`src/rtl/ifetch_if.sv`:
```
// Fetch-to-decode handshake bundle.
//   if_valid  fetch -> decode  if_pc/if_inst hold an instruction on offer
//   if_pc     fetch -> decode  PC of the offered instruction
//   if_inst   fetch -> decode  offered instruction word
//   id_ready  decode -> fetch  decode takes the offered instruction this cycle
// The master modport is the fetch side. The slave modport is the decode side.
interface ifetch_if #(
    parameter int XLEN = 32,
    parameter int ILEN = 32
);
    logic            if_valid;
    logic [XLEN-1:0] if_pc;
    logic [ILEN-1:0] if_inst;
    logic            id_ready;

    modport master (output if_valid, if_pc, if_inst, input id_ready);
    modport slave  (input if_valid, if_pc, if_inst, output id_ready);
endinterface

```
`src/rtl/ifetch.sv`:
```
// Fetch stage.
// Generates the PC and drives a synchronous-read instruction memory, which has one
// cycle of read latency. It offers {pc, inst} to decode over a valid/ready
// handshake. A one-entry skid buffer holds a returned word while decode stalls.
// A redirect from execute flushes all fetch state and restarts fetch at the target.
//
// Ports:
//   clk             clock, all state on posedge
//   rst_n           asynchronous active-low reset
//   imem_addr       fetch address (this is pc_q)
//   imem_inst       memory word read at the previous cycle's imem_addr
//   redirect_valid  flush and restart at redirect_pc
//   redirect_pc     redirect target
//   dec             ifetch_if.master: if_valid/if_pc/if_inst out, id_ready in
//   fetch_misalign  sticky misaligned-redirect flag (FETCH_MISALIGN_CHK_EN only)
//
// Optional feature macro: FETCH_MISALIGN_CHK_EN.
// - When the macro is defined, a misaligned redirect target stops fetch and sets
//   fetch_misalign. The flag stays set until an aligned redirect arrives.
// - When the macro is not defined, redirect_pc[1:0] is forced to zero.
module ifetch #(
    parameter logic [31:0] RESET_PC = 32'h0000_0000,
    localparam int XLEN = 32,
    localparam int ILEN = 32
) (
    input  logic            clk,
    input  logic            rst_n,
    output logic [XLEN-1:0] imem_addr,
    input  logic [ILEN-1:0] imem_inst,
    input  logic            redirect_valid,
    input  logic [XLEN-1:0] redirect_pc,
`ifdef FETCH_MISALIGN_CHK_EN
    output logic            fetch_misalign,
`endif
    ifetch_if.master        dec
);

    logic [XLEN-1:0] pc_q;
    logic            f_vld;
    logic [XLEN-1:0] f_pc;
    logic            s_vld;
    logic [XLEN-1:0] s_pc;
    logic [ILEN-1:0] s_inst;

    logic            fire;
    logic            capture;
    logic            s_vld_next;
    logic            issue;
    logic [XLEN-1:0] redir_target;

    assign imem_addr = pc_q;

    assign dec.if_valid = (s_vld | f_vld) & ~redirect_valid;
    assign dec.if_pc    = s_vld ? s_pc : f_pc;
    // The memory returns a word every cycle. When nothing is valid, a zero is
    // shown instead, so that stale data never appears on if_inst.
    assign dec.if_inst  = s_vld ? s_inst : (f_vld ? imem_inst : '0);

    assign fire    = dec.if_valid & dec.id_ready;
    assign capture = ~s_vld & f_vld & ~fire;

    always_comb begin
        s_vld_next = s_vld;
        if (s_vld && fire)
            s_vld_next = 1'b0;
        else if (capture)
            s_vld_next = 1'b1;
    end

`ifdef FETCH_MISALIGN_CHK_EN
    logic mis_q;
    logic redir_mis;

    assign redir_mis      = redirect_pc[1:0] != 2'b00;
    assign redir_target   = redirect_pc;
    assign issue          = ~s_vld_next & ~redirect_valid & ~mis_q;
    assign fetch_misalign = mis_q;
`else
    assign redir_target = redirect_pc & {{(XLEN-2){1'b1}}, 2'b00};
    assign issue        = ~s_vld_next & ~redirect_valid;
`endif

    always_ff @(posedge clk or negedge rst_n) begin
        if (!rst_n) begin
            pc_q   <= RESET_PC;
            f_vld  <= 1'b0;
            f_pc   <= RESET_PC;
            s_vld  <= 1'b0;
            s_pc   <= '0;
            s_inst <= '0;
`ifdef FETCH_MISALIGN_CHK_EN
            mis_q  <= 1'b0;
`endif
        end else if (redirect_valid) begin
            // A redirect takes priority over everything else. Any skid content
            // and any word still in flight from the memory are discarded.
            s_vld <= 1'b0;
            f_vld <= 1'b0;
            pc_q  <= redir_target;
`ifdef FETCH_MISALIGN_CHK_EN
            mis_q <= redir_mis;
            // f_pc is loaded here so that if_pc shows the faulting target.
            if (redir_mis)
                f_pc <= redirect_pc;
`endif
        end else begin
            s_vld <= s_vld_next;
            if (capture) begin
                s_pc   <= f_pc;
                s_inst <= imem_inst;
            end
            // When the skid buffer stays full, the word being read now is
            // dropped. pc_q holds, so the same address is read again on resume.
            if (issue) begin
                f_vld <= 1'b1;
                f_pc  <= pc_q;
                pc_q  <= pc_q + 32'd4;
            end else begin
                f_vld <= 1'b0;
            end
        end
    end

endmodule

```
`src/flat_wrapper.sv`:
```
// flat-port wrapper written by rule: the top's interface ports become plain ports
module ifetch_flat 
#(
    parameter logic [31:0] RESET_PC = 32'h0000_0000,
    localparam int XLEN = 32,
    localparam int ILEN = 32
)
  (clk, rst_n, imem_addr, imem_inst, redirect_valid, redirect_pc, dec_if_valid, dec_if_pc, dec_if_inst, dec_id_ready);
  ifetch_if dec_i ();
  input  logic clk;
  input  logic rst_n;
  output logic [XLEN-1:0] imem_addr;
  input  logic [ILEN-1:0] imem_inst;
  input  logic redirect_valid;
  input  logic [XLEN-1:0] redirect_pc;
  output wire logic [$bits(dec_i.if_valid)-1:0] dec_if_valid;
  output wire logic [$bits(dec_i.if_pc)-1:0] dec_if_pc;
  output wire logic [$bits(dec_i.if_inst)-1:0] dec_if_inst;
  input wire logic [$bits(dec_i.id_ready)-1:0] dec_id_ready;
  assign dec_if_valid = dec_i.if_valid;
  assign dec_if_pc = dec_i.if_pc;
  assign dec_if_inst = dec_i.if_inst;
  assign dec_i.id_ready = dec_id_ready;
  ifetch #(.RESET_PC(RESET_PC)) u_core (.clk(clk), .rst_n(rst_n), .imem_addr(imem_addr), .imem_inst(imem_inst), .redirect_valid(redirect_valid), .redirect_pc(redirect_pc), .dec(dec_i));
endmodule
```
`config.mk`:
```
export PLATFORM = sky130hd
export DESIGN_NAME = ifetch_flat
export DESIGN_NICKNAME = d
export VERILOG_FILES = /design/src/rtl/ifetch_if.sv /design/src/rtl/ifetch.sv /design/src/flat_wrapper.sv
export SDC_FILE = /design/constraint.sdc
export NUM_CORES = 1
export LEC_CHECK = 0
export CAP_MARGIN = 20
export CORE_ASPECT_RATIO = 0.5
export CORE_UTILIZATION = 49
export DETAILED_ROUTE_END_ITERATION = 7
export GPL_TIMING_DRIVEN = 1
export PLACE_DENSITY = 0.81
export SLEW_MARGIN = 20
export SYNTH_ARGS = -nofsm -noshare
export SYNTH_HDL_FRONTEND = slang
export SYNTH_SLANG_ARGS = --single-unit
```
`constraint.sdc`:
```
create_clock -name clk -period 2.32 [get_ports clk]
set_input_delay 0.348 -clock clk [delete_from_list [all_inputs] [get_ports clk]]
set_output_delay 0.348 -clock clk [all_outputs]
set_load 0.05 [all_outputs]
```
[Word-level counts from Yosys, hierarchy flattened]
Index checks and enable logic that the tools add are counted.
Operators by class
  mux-type cells: 10
  bitwise gates (word level): 10
  add/subtract/negate cells: 1
  reduce and logical (&&, ||, !) cells: 4
Operator list (number)
  32-bit two-way mux: 5
  32-bit by 3-bit adder with 32-bit output (second input constant): 1
  1-bit AND: 5
  1-bit two-way mux: 5
  1-bit NOT: 4
  2-bit AND reduction: 2
  2-bit nonzero test: 1
  1-bit logical AND: 1
  1-bit OR: 1
Storage, ports and cells
  logic and storage cells: 31
  output and inout port bits: 97
  register bits: 130
  input bits: 68

[Logic depth before layout (Yosys ltp)]
Gate-level depths: netlist of run 1.
  depth in word-level cells: 11
  mapped depth: 7
  mapped depth without buffers: 5

[Worst setup path before layout of run 1]
OpenSTA, ideal clock, no wires.
  kind: flip-flop to flip-flop
  start point: reg u_core.pc_q[2] (netlist: u_core.imem_addr[2])
  end point: reg u_core.pc_q[30] (netlist: u_core.imem_addr[30])
  library setup time: 82 ps
  data required time: 2238 ps
  path buffers: 1
  stages on the path, launching flop included: 7
  data arrival time: 2367 ps
  period minus slack after synthesis: 2449 ps
  path slack: -129 ps
  cells stage by stage: dfrtp_1 > ha_1 > nand3_2 > or4_1 > buf_2 > or4_1 > a31oi_1
On the way
  cells in the longest elaborated chain, start to end: 3
RTL lines
  from (decl): line ifetch.sv:38  | logic [XLEN-1:0] pc_q;
  from (signal assigned): line ifetch.sv:99  | pc_q <= redir_target;
  from (signal assigned): line ifetch.sv:117  | pc_q <= pc_q + 32'd4;
  32-bit by 3-bit adder with 32-bit output: line ifetch.sv:117
  32-bit two-way mux: line ifetch.sv:114  | if (issue) begin
  32-bit two-way mux: line ifetch.sv:94  | end else if (redirect_valid) begin
No other way between the ends. The select of a mux whose other input is x is not followed.
A chain may end at the register's enable or synchronous reset.

[Worst setup path in the final report of run 1]
  start point: reg u_core.s_vld
  end point: out dec_if_pc[28]
On the way
  cells in the longest elaborated chain, start to end: 1
RTL lines
  from (decl): line ifetch.sv:41  | logic s_vld;
  from (signal assigned): line ifetch.sv:107  | s_vld <= s_vld_next;
  32-bit two-way mux: line ifetch.sv:54  | assign dec.if_pc = s_vld ? s_pc : f_pc;
  to (decl): line flat_wrapper.sv:17  | output wire logic [$bits(dec_i.if_pc)-1:0] dec_if_pc;
No other way between the ends.

==> impl_metrics.xml, run 1 <==
<?xml version="1.0" encoding="UTF-8"?>
<metrics>
  <group name="drt">
    <metric name="viasPerCell" unit="">5.73</metric>
    <metric name="vias" unit="">5118</metric>
    <metric name="ant_nets" unit="">0</metric>
    <metric name="drt-total-wl" unit="µm">15800</metric>
    <metric name="drc_errors" unit="">0</metric>
    <metric name="drt-pass1-iter-count" unit="">5</metric>
    <metric name="detail_route.wl_per_cell" unit="µm">17.7</metric>
    <metric name="initialDrtViolationCount" unit="">443</metric>
  </group>
  <group name="worst_setup_path">
    <metric name="critical_path_cell_by_cell" unit="">buf_12 -&gt; buf_8 -&gt; mux2_2 -&gt; buf_4</metric>
    <metric name="setup.worst_path.class" unit="">flop to primary output</metric>
    <metric name="worst_setup_path_start_kind" unit="">flop</metric>
    <metric name="endpoint_kind" unit="">primary output</metric>
    <metric name="worstPathRequired" unit="ns">1.97</metric>
    <metric name="timing.critical_path.fanout_max" unit="">36</metric>
    <metric name="worst_path_largest_cell_delay" unit="ns">0.40</metric>
    <metric name="cp.arrival" unit="ns">1.89</metric>
    <metric name="slack_of_the_worst_reg_to_reg_path" unit="ns">0.09</metric>
    <metric name="cpMaxStageDelayCell" unit="">sky130_fd_sc_hd__dfrtp_2</metric>
  </group>
  <group name="floorplan">
    <metric name="initial_utilization" unit="%">50.5</metric>
    <metric name="dieArea" unit="µm²">12700</metric>
    <metric name="design.core.area" unit="µm²">11900</metric>
    <metric name="die_h" unit="µm">80.2</metric>
    <metric name="ios" unit="">165</metric>
    <metric name="rows" unit="">28</metric>
    <metric name="dieWidth" unit="µm">158</metric>
  </group>
  <group name="timing">
    <metric name="timing.setup.tns" unit="ns">0</metric>
    <metric name="max_slew.worst_pin.slew" unit="ns">0.539</metric>
    <metric name="post-route-worst-setup-slack" unit="ns">0.0811</metric>
    <metric name="maxClockFrequency" unit="MHz">447</metric>
    <metric name="rsz0062_at_grt" unit="">false</metric>
    <metric name="slew_violations" unit="">0</metric>
    <metric name="whs" unit="ns">0.460</metric>
    <metric name="timing.final.crit_period" unit="ns">2.24</metric>
    <metric name="timing.clock.skew" unit="ns">0.00792</metric>
    <metric name="layout_worst_path_cycle_share" unit="%">96.5</metric>
    <metric name="timing.final.setup_violations" unit="">0</metric>
    <metric name="timing.final.hold_violations" unit="">0</metric>
    <metric name="slew_headroom" unit="%">63.9</metric>
  </group>
  <group name="power_and_ir_drop">
    <metric name="pwr_density_cell" unit="nW/µm²">908</metric>
    <metric name="totalPowerFinal" unit="µW">7960</metric>
    <metric name="p_leak" unit="µW">0.00380</metric>
    <metric name="power.ir.vdd_worst" unit="V">0.000549</metric>
  </group>
  <group name="synthesis">
    <metric name="synth-main-ff-cell" unit="">sky130_fd_sc_hd__dfrtp_1</metric>
    <metric name="synth-async-reset-ratio" unit="%">100</metric>
    <metric name="postSynthRegisterBits" unit="">124</metric>
    <metric name="synthesis.area" unit="µm²">5990</metric>
    <metric name="synthesis.area_per_instance" unit="µm²">10.9</metric>
    <metric name="synth_enable_flop_cells" unit="">0</metric>
    <metric name="netlist_instances" unit="">549</metric>
    <metric name="yosys_warnings" unit="">0</metric>
    <metric name="synth.yosys.seq_area_share" unit="%">51.8</metric>
    <metric name="post_synth_num_cell_types" unit="">44</metric>
  </group>
  <group name="place">
    <metric name="portBuffers" unit="">158</metric>
    <metric name="finalWeightedCongestion" unit="">0.852</metric>
    <metric name="pre_cts_slack" unit="ns">-0.186</metric>
    <metric name="place_hpwl" unit="µm">10700</metric>
  </group>
  <group name="clock_network">
    <metric name="tritoncts" unit="">yes</metric>
    <metric name="path_clk_slew" unit="ns">0.06</metric>
    <metric name="worst_skew_pair.late_latency" unit="ns">0.41</metric>
    <metric name="clock_tree_root" unit="">sky130_fd_sc_hd__clkbuf_16</metric>
    <metric name="cts_buffer_depth" unit="">2</metric>
    <metric name="postCtsSetupBuffers" unit="">0</metric>
    <metric name="cts_buffers" unit="">17</metric>
    <metric name="htree_num_levels" unit="">4</metric>
    <metric name="cts.sink_count" unit="">124</metric>
  </group>
  <group name="outcome">
    <metric name="status" unit="">completed</metric>
  </group>
  <group name="grt">
    <metric name="gr-total-overflow" unit="">0</metric>
    <metric name="grt.total_usage" unit="%">25.9</metric>
    <metric name="first_pass_grt_wire_length" unit="µm">25200</metric>
    <metric name="grt_pass1_vias" unit="">4947</metric>
    <metric name="antenna_found_initial" unit="">0</metric>
    <metric name="grt_max_degree" unit="">62</metric>
  </group>
  <group name="finish">
    <metric name="most-common-layout-cells" unit="">121 x sky130_fd_sc_hd__dfrtp_1, 100 x sky130_fd_sc_hd__nand2_1, 94 x sky130_fd_sc_hd__clkdlybuf4s50_1</metric>
    <metric name="postLayoutCoreUtil" unit="%">73.8</metric>
    <metric name="area_growth" unit="%">46.2</metric>
    <metric name="final_nets" unit="">784</metric>
    <metric name="num_antenna_cells" unit="">0</metric>
    <metric name="final_common_cell" unit="">sky130_fd_sc_hd__dfrtp_1</metric>
    <metric name="nFillCells" unit="">793</metric>
    <metric name="drive_gt1_share" unit="%">30.8</metric>
  </group>
  <group name="run">
    <metric name="cap_violations" unit="">0</metric>
  </group>
  <group name="hold_path">
    <metric name="min_path_type" unit="">input pin to asynchronous set/reset pin</metric>
  </group>
</metrics>
-- Yosys cell counts, types with 3 or more instances --
cell / number / area (µm²)
sky130_fd_sc_hd__dfrtp_1: 124 / 3100
sky130_fd_sc_hd__nand2_1: 100 / 375
sky130_fd_sc_hd__mux2_2: 92 / 1040
sky130_fd_sc_hd__a22o_1: 32 / 280
sky130_fd_sc_hd__clkbuf_1: 29 / 109
sky130_fd_sc_hd__nor2_1: 19 / 71.3
sky130_fd_sc_hd__o21ai_0: 17 / 85.1
sky130_fd_sc_hd__or4_1: 14 / 105
sky130_fd_sc_hd__a31oi_1: 11 / 68.8
sky130_fd_sc_hd__nand3_1: 11 / 55.1
sky130_fd_sc_hd__nand4_1: 9 / 56.3
sky130_fd_sc_hd__nor3_1: 9 / 45.0
sky130_fd_sc_hd__o31ai_1: 9 / 67.6
sky130_fd_sc_hd__buf_2: 7 / 35.0
sky130_fd_sc_hd__inv_1: 6 / 22.5
sky130_fd_sc_hd__a221o_1: 5 / 50.1
sky130_fd_sc_hd__and4_1: 4 / 35.0
sky130_fd_sc_hd__buf_1: 4 / 15.0
sky130_fd_sc_hd__buf_4: 4 / 30.0
sky130_fd_sc_hd__nor3b_1: 4 / 30.0
sky130_fd_sc_hd__o211ai_1: 4 / 30.0
sky130_fd_sc_hd__or3_1: 4 / 25.0
sky130_fd_sc_hd__nor4_1: 3 / 18.8
sky130_fd_sc_hd__o32a_1: 3 / 30.0
sky130_fd_sc_hd__xnor2_1: 3 / 26.3
-- per-stage QoR --
step,cell area (µm²),instances
3_3_place_gp,8120,860
2_1_floorplan,6010,552
5_1_grt,8760,893
6_report,8760,893
4_1_cts,8750,893
3_5_place_dp,8120,860
-- cell families (layout without fill, tap and decap cells) --
logic type      count (synthesis)  after routing  share of synthesized area, %
simple gates                  184            184                          14.6
compound gates                 90             90                          11.6
xor+xnor                        5              5                         0.731
mux                            93             93                          17.5
other cells                     1              4                        0.0626
flops                         124            124                          51.8
buf+inv                        51            227                          3.59
fa+ha+maj                       1              1                         0.209
-- what timing repair did --
action	CTS	global route
gates resized for setup	5	1
hold buffers	1	0
setup endpoints to repair	43	12
endpoints found under the hold margin	36	0
-- worst max-delay path: cells and delay by family (launching register included) --
family,cells,cell delay (ns)
multiplexers,1,0.37
buffers and inverters,3,0.69
flip-flops,1,0.40
-- power by group --
part	internal [µW]	switching (µW)	total, µW
Clock	1740	958	2700
Combinational	1010	1310	2330
Sequential	2620	316	2930
-- layer usage --
metal  part of all wire (%)  global-route usage (%)
met2                     50                    43.6
met4                    1.6                    10.0
met5                      0                       0
met1                     43                    33.8
met3                    5.3                    4.32
-- registers in the layout (all words and copies together), names as in the netlist --
| signal | flops |
|---|---|
| u_core.f_vld | 1 |
| u_core.s_vld | 1 |
| u_core.f_pc | 30 |
| u_core.imem_addr | 30 |
| u_core.s_inst | 32 |
| u_core.s_pc | 30 |
-- path summary, 6_finish.rpt --
| path | startpoint | cells after the start | to |
|---|---|---|---|
| worst max-delay path | u_core.s_vld$_DFF_PN0_ | 4 | dec_if_pc[28] |
| worst min-delay path | rst_n | 2 | u_core.s_inst[7]$_DFFE_PN0P_ |
| worst max register to register | u_core.imem_addr[2]$_DFFE_PN0P_ | 6 | u_core.imem_addr[28]$_DFFE_PN0P_ |
| worst min register to register | u_core.f_pc[23]$_DFFE_PN0P_ | 2 | u_core.f_pc[23]$_DFFE_PN0P_ |
| max in group asynchronous | rst_n | 3 | u_core.imem_addr[11]$_DFFE_PN0P_ |
| min in group clk | u_core.f_pc[23]$_DFFE_PN0P_ | 2 | u_core.f_pc[23]$_DFFE_PN0P_ |
-- final cells by class --
class / count / area [µm²] / area share [%]
Clock buffer: 21 / 460 / 5.26
Clock inverter: 11 / 143 / 1.63
Inverter: 7 / 26.3 / 0.300
Multi-Input combinational cell: 377 / 2690 / 30.8
Sequential cell: 124 / 3110 / 35.5
Tap cell: 165 / 206 / 2.36
Timing Repair Buffer: 188 / 2120 / 24.2
No activity file was read; power rests on OpenSTA's default activity.
==> inputs of run 2 (changes only) <==
ABC_CLOCK_PERIOD_IN_PS = 2320   (was unset)
CTS_BUF_LIST = sky130_fd_sc_hd__clkbuf_16   (was unset)
SKIP_LAST_GASP = 1   (was unset)
==> run 2 against run 1 <==
Against the previous run:
- sequential share of layout area is 0.081 points higher
- maximum frequency is 0.20% higher
- combinational power barely moved
- core utilization fell by 0.17 points
- clock power down 3%
- final cell count unchanged
- via count about the same
==> impl_metrics.xml, run 2 (synthesis gave the netlist of run 1 again) <==
<?xml version="1.0" encoding="UTF-8"?>
<metrics>
  <group name="outcome">
    <metric name="status" unit="">completed</metric>
  </group>
  <group name="timing">
    <metric name="timing.setup.tns" unit="ns">0</metric>
    <metric name="layout_worst_path_cycle_share" unit="%">96.3</metric>
    <metric name="timing.final.setup_violations" unit="">0</metric>
    <metric name="timing.final.crit_period" unit="ns">2.23</metric>
    <metric name="post-route-worst-setup-slack" unit="ns">0.0855</metric>
    <metric name="timing.clock.skew" unit="ns">0.00727</metric>
    <metric name="timing.final.hold_violations" unit="">0</metric>
    <metric name="maxClockFrequency" unit="MHz">448</metric>
    <metric name="slew_violations" unit="">0</metric>
    <metric name="max_slew.worst_pin.slew" unit="ns">0.546</metric>
    <metric name="rsz0062_at_grt" unit="">false</metric>
    <metric name="slew_headroom" unit="%">63.5</metric>
  </group>
  <group name="place">
    <metric name="finalWeightedCongestion" unit="">0.852</metric>
    <metric name="portBuffers" unit="">158</metric>
    <metric name="pre_cts_slack" unit="ns">-0.186</metric>
    <metric name="place_hpwl" unit="µm">10700</metric>
    <metric name="place_area" unit="µm²">8120</metric>
  </group>
  <group name="floorplan">
    <metric name="dieArea" unit="µm²">12700</metric>
    <metric name="initial_utilization" unit="%">50.5</metric>
    <metric name="design.core.area" unit="µm²">11900</metric>
    <metric name="rows" unit="">28</metric>
    <metric name="dieWidth" unit="µm">158</metric>
    <metric name="ios" unit="">165</metric>
    <metric name="die_h" unit="µm">80.2</metric>
  </group>
  <group name="worst_setup_path">
    <metric name="worstPathRequired" unit="ns">1.97</metric>
    <metric name="setup.worst_path.class" unit="">flop to primary output</metric>
    <metric name="endpoint_kind" unit="">primary output</metric>
    <metric name="cp.arrival" unit="ns">1.89</metric>
    <metric name="critical_path_cell_by_cell" unit="">buf_12 -&gt; nor2b_2 -&gt; buf_6 -&gt; a22o_1 -&gt; buf_12</metric>
    <metric name="cpMostUsedCell" unit="">sky130_fd_sc_hd__buf_12</metric>
    <metric name="timing.critical_path.fanout_max" unit="">36</metric>
    <metric name="worst_setup_path_start_kind" unit="">flop</metric>
    <metric name="worst_path_largest_cell_delay" unit="ns">0.43</metric>
    <metric name="cpMaxStageDelayCell" unit="">sky130_fd_sc_hd__dfrtp_2</metric>
  </group>
  <group name="clock_network">
    <metric name="path_clk_slew" unit="ns">0.06</metric>
    <metric name="clock_tree_root" unit="">sky130_fd_sc_hd__clkbuf_16</metric>
    <metric name="postCtsSetupBuffers" unit="">0</metric>
    <metric name="cts.sink_count" unit="">124</metric>
    <metric name="htree_num_levels" unit="">4</metric>
    <metric name="cts_buffers" unit="">17</metric>
    <metric name="tritoncts" unit="">yes</metric>
    <metric name="worst_skew_pair.late_latency" unit="ns">0.41</metric>
    <metric name="cts_buffer_depth" unit="">2</metric>
  </group>
  <group name="power_and_ir_drop">
    <metric name="p_leak" unit="µW">0.00380</metric>
    <metric name="pwr_density_cell" unit="nW/µm²">900</metric>
    <metric name="power.ir.vdd_worst" unit="V">0.000546</metric>
  </group>
  <group name="finish">
    <metric name="final_nets" unit="">784</metric>
    <metric name="area_growth" unit="%">45.8</metric>
    <metric name="num_antenna_cells" unit="">0</metric>
    <metric name="drive_gt1_share" unit="%">30.5</metric>
    <metric name="final_design_area_no_fill" unit="µm²">8740</metric>
    <metric name="largest-register" unit="">u_core.s_inst</metric>
    <metric name="final_common_cell" unit="">sky130_fd_sc_hd__dfrtp_1</metric>
    <metric name="most-common-layout-cells" unit="">121 x sky130_fd_sc_hd__dfrtp_1, 100 x sky130_fd_sc_hd__nand2_1, 94 x sky130_fd_sc_hd__clkdlybuf4s50_1</metric>
    <metric name="nFillCells" unit="">797</metric>
    <metric name="largest_register_ff_count" unit="">32</metric>
  </group>
  <group name="grt">
    <metric name="antenna_found_initial" unit="">0</metric>
    <metric name="first_pass_grt_wire_length" unit="µm">25200</metric>
    <metric name="gr-total-overflow" unit="">0</metric>
    <metric name="grt.total_usage" unit="%">25.9</metric>
    <metric name="grt_pass1_vias" unit="">4951</metric>
    <metric name="grt_max_degree" unit="">62</metric>
  </group>
  <group name="drt">
    <metric name="detail_route.wl_per_cell" unit="µm">17.6</metric>
    <metric name="ant_nets" unit="">0</metric>
    <metric name="vias" unit="">5120</metric>
    <metric name="initialDrtViolationCount" unit="">410</metric>
    <metric name="drc_errors" unit="">0</metric>
    <metric name="drt-pass1-iter-count" unit="">5</metric>
    <metric name="drt-total-wl" unit="µm">15700</metric>
    <metric name="viasPerCell" unit="">5.73</metric>
  </group>
  <group name="hold_path">
    <metric name="min_path_type" unit="">input pin to asynchronous set/reset pin</metric>
  </group>
  <group name="run">
    <metric name="cap_violations" unit="">0</metric>
  </group>
</metrics>
[run 2: changes by cell type in the layout (fill, tap and decap cells not counted), sizes merged]
cell	before	now
clkinv	7	9
clkbuf	21	17
inv	6	8
[run 2: layout make-up]
type                            instances  area [µm²]  share of cell area, %
Clock inverter                         15         158                   1.80
Clock buffer                           17         425                   4.87
Multi-Input combinational cell        377        2690                   30.8
Tap cell                              165         206                   2.36
Inverter                                7        26.3                  0.301
Timing Repair Buffer                  188        2120                   24.3
Sequential cell                       124        3110                   35.5
[run 2: worst paths after layout]
path	startpoint	slack, ns	endpoint	depth (start not counted)
setup / recovery	u_core.s_vld$_DFF_PN0_	0.09	dec_if_inst[13]	5
hold / removal	rst_n	0.46	u_core.s_inst[7]$_DFFE_PN0P_	2
setup reg to reg	u_core.imem_addr[2]$_DFFE_PN0P_	0.10	u_core.imem_addr[28]$_DFFE_PN0P_	6
hold reg to reg	u_core.f_pc[23]$_DFFE_PN0P_	0.49	u_core.f_pc[23]$_DFFE_PN0P_	2
max in group asynchronous	rst_n	1.09	u_core.imem_addr[11]$_DFFE_PN0P_	3
min in group clk	u_core.f_pc[23]$_DFFE_PN0P_	0.49	u_core.f_pc[23]$_DFFE_PN0P_	2
[run 2: critical path, delay by kind of cell, from the launching register on]
kind,cells,cell delay (ns)
and+or+nand+nor,1,0.15
buffers and inverters,3,0.62
AOI/OAI and AO/OA,1,0.25
DFF,1,0.43
[run 2: power breakdown]
| part | internal (µW) | total (µW) | leakage [µW] | switching [µW] |
|---|---|---|---|---|
| combinational | 1010 | 2320 | 0.00202 | 1310 |
| clock | 1670 | 2610 | 0.000290 | 944 |
| sequential | 2620 | 2930 | 0.00149 | 314 |
[run 2: routing by layer]
metal	part of all wire, %	wire length, µm	global-route usage (%)
met5	0	0	0
met3	5.8	907	4.37
met2	50	7880	43.4
met4	1.9	295	10.0
met1	42	6650	33.8
[run 2: what timing repair did]
action	4_1_cts	5_1_grt
hold endpoints to repair	36	0
hold buffers	1	0
gates resized for setup	5	1
setup endpoints to repair	43	12
[run 2: through the flow]
step / util, % / hold WS, ns / power [µW] / std cells
floorplan: - / 0.0524 / 4400 / 552
global placement: 68.4 / 0.355 / 5190 / 860
detailed placement: 68.4 / 0.357 / 5290 / 860
CTS: 73.5 / 0.466 / 7900 / 893
global route: 73.6 / 0.503 / 8200 / 893
finish: 73.6 / 0.463 / 7860 / 893
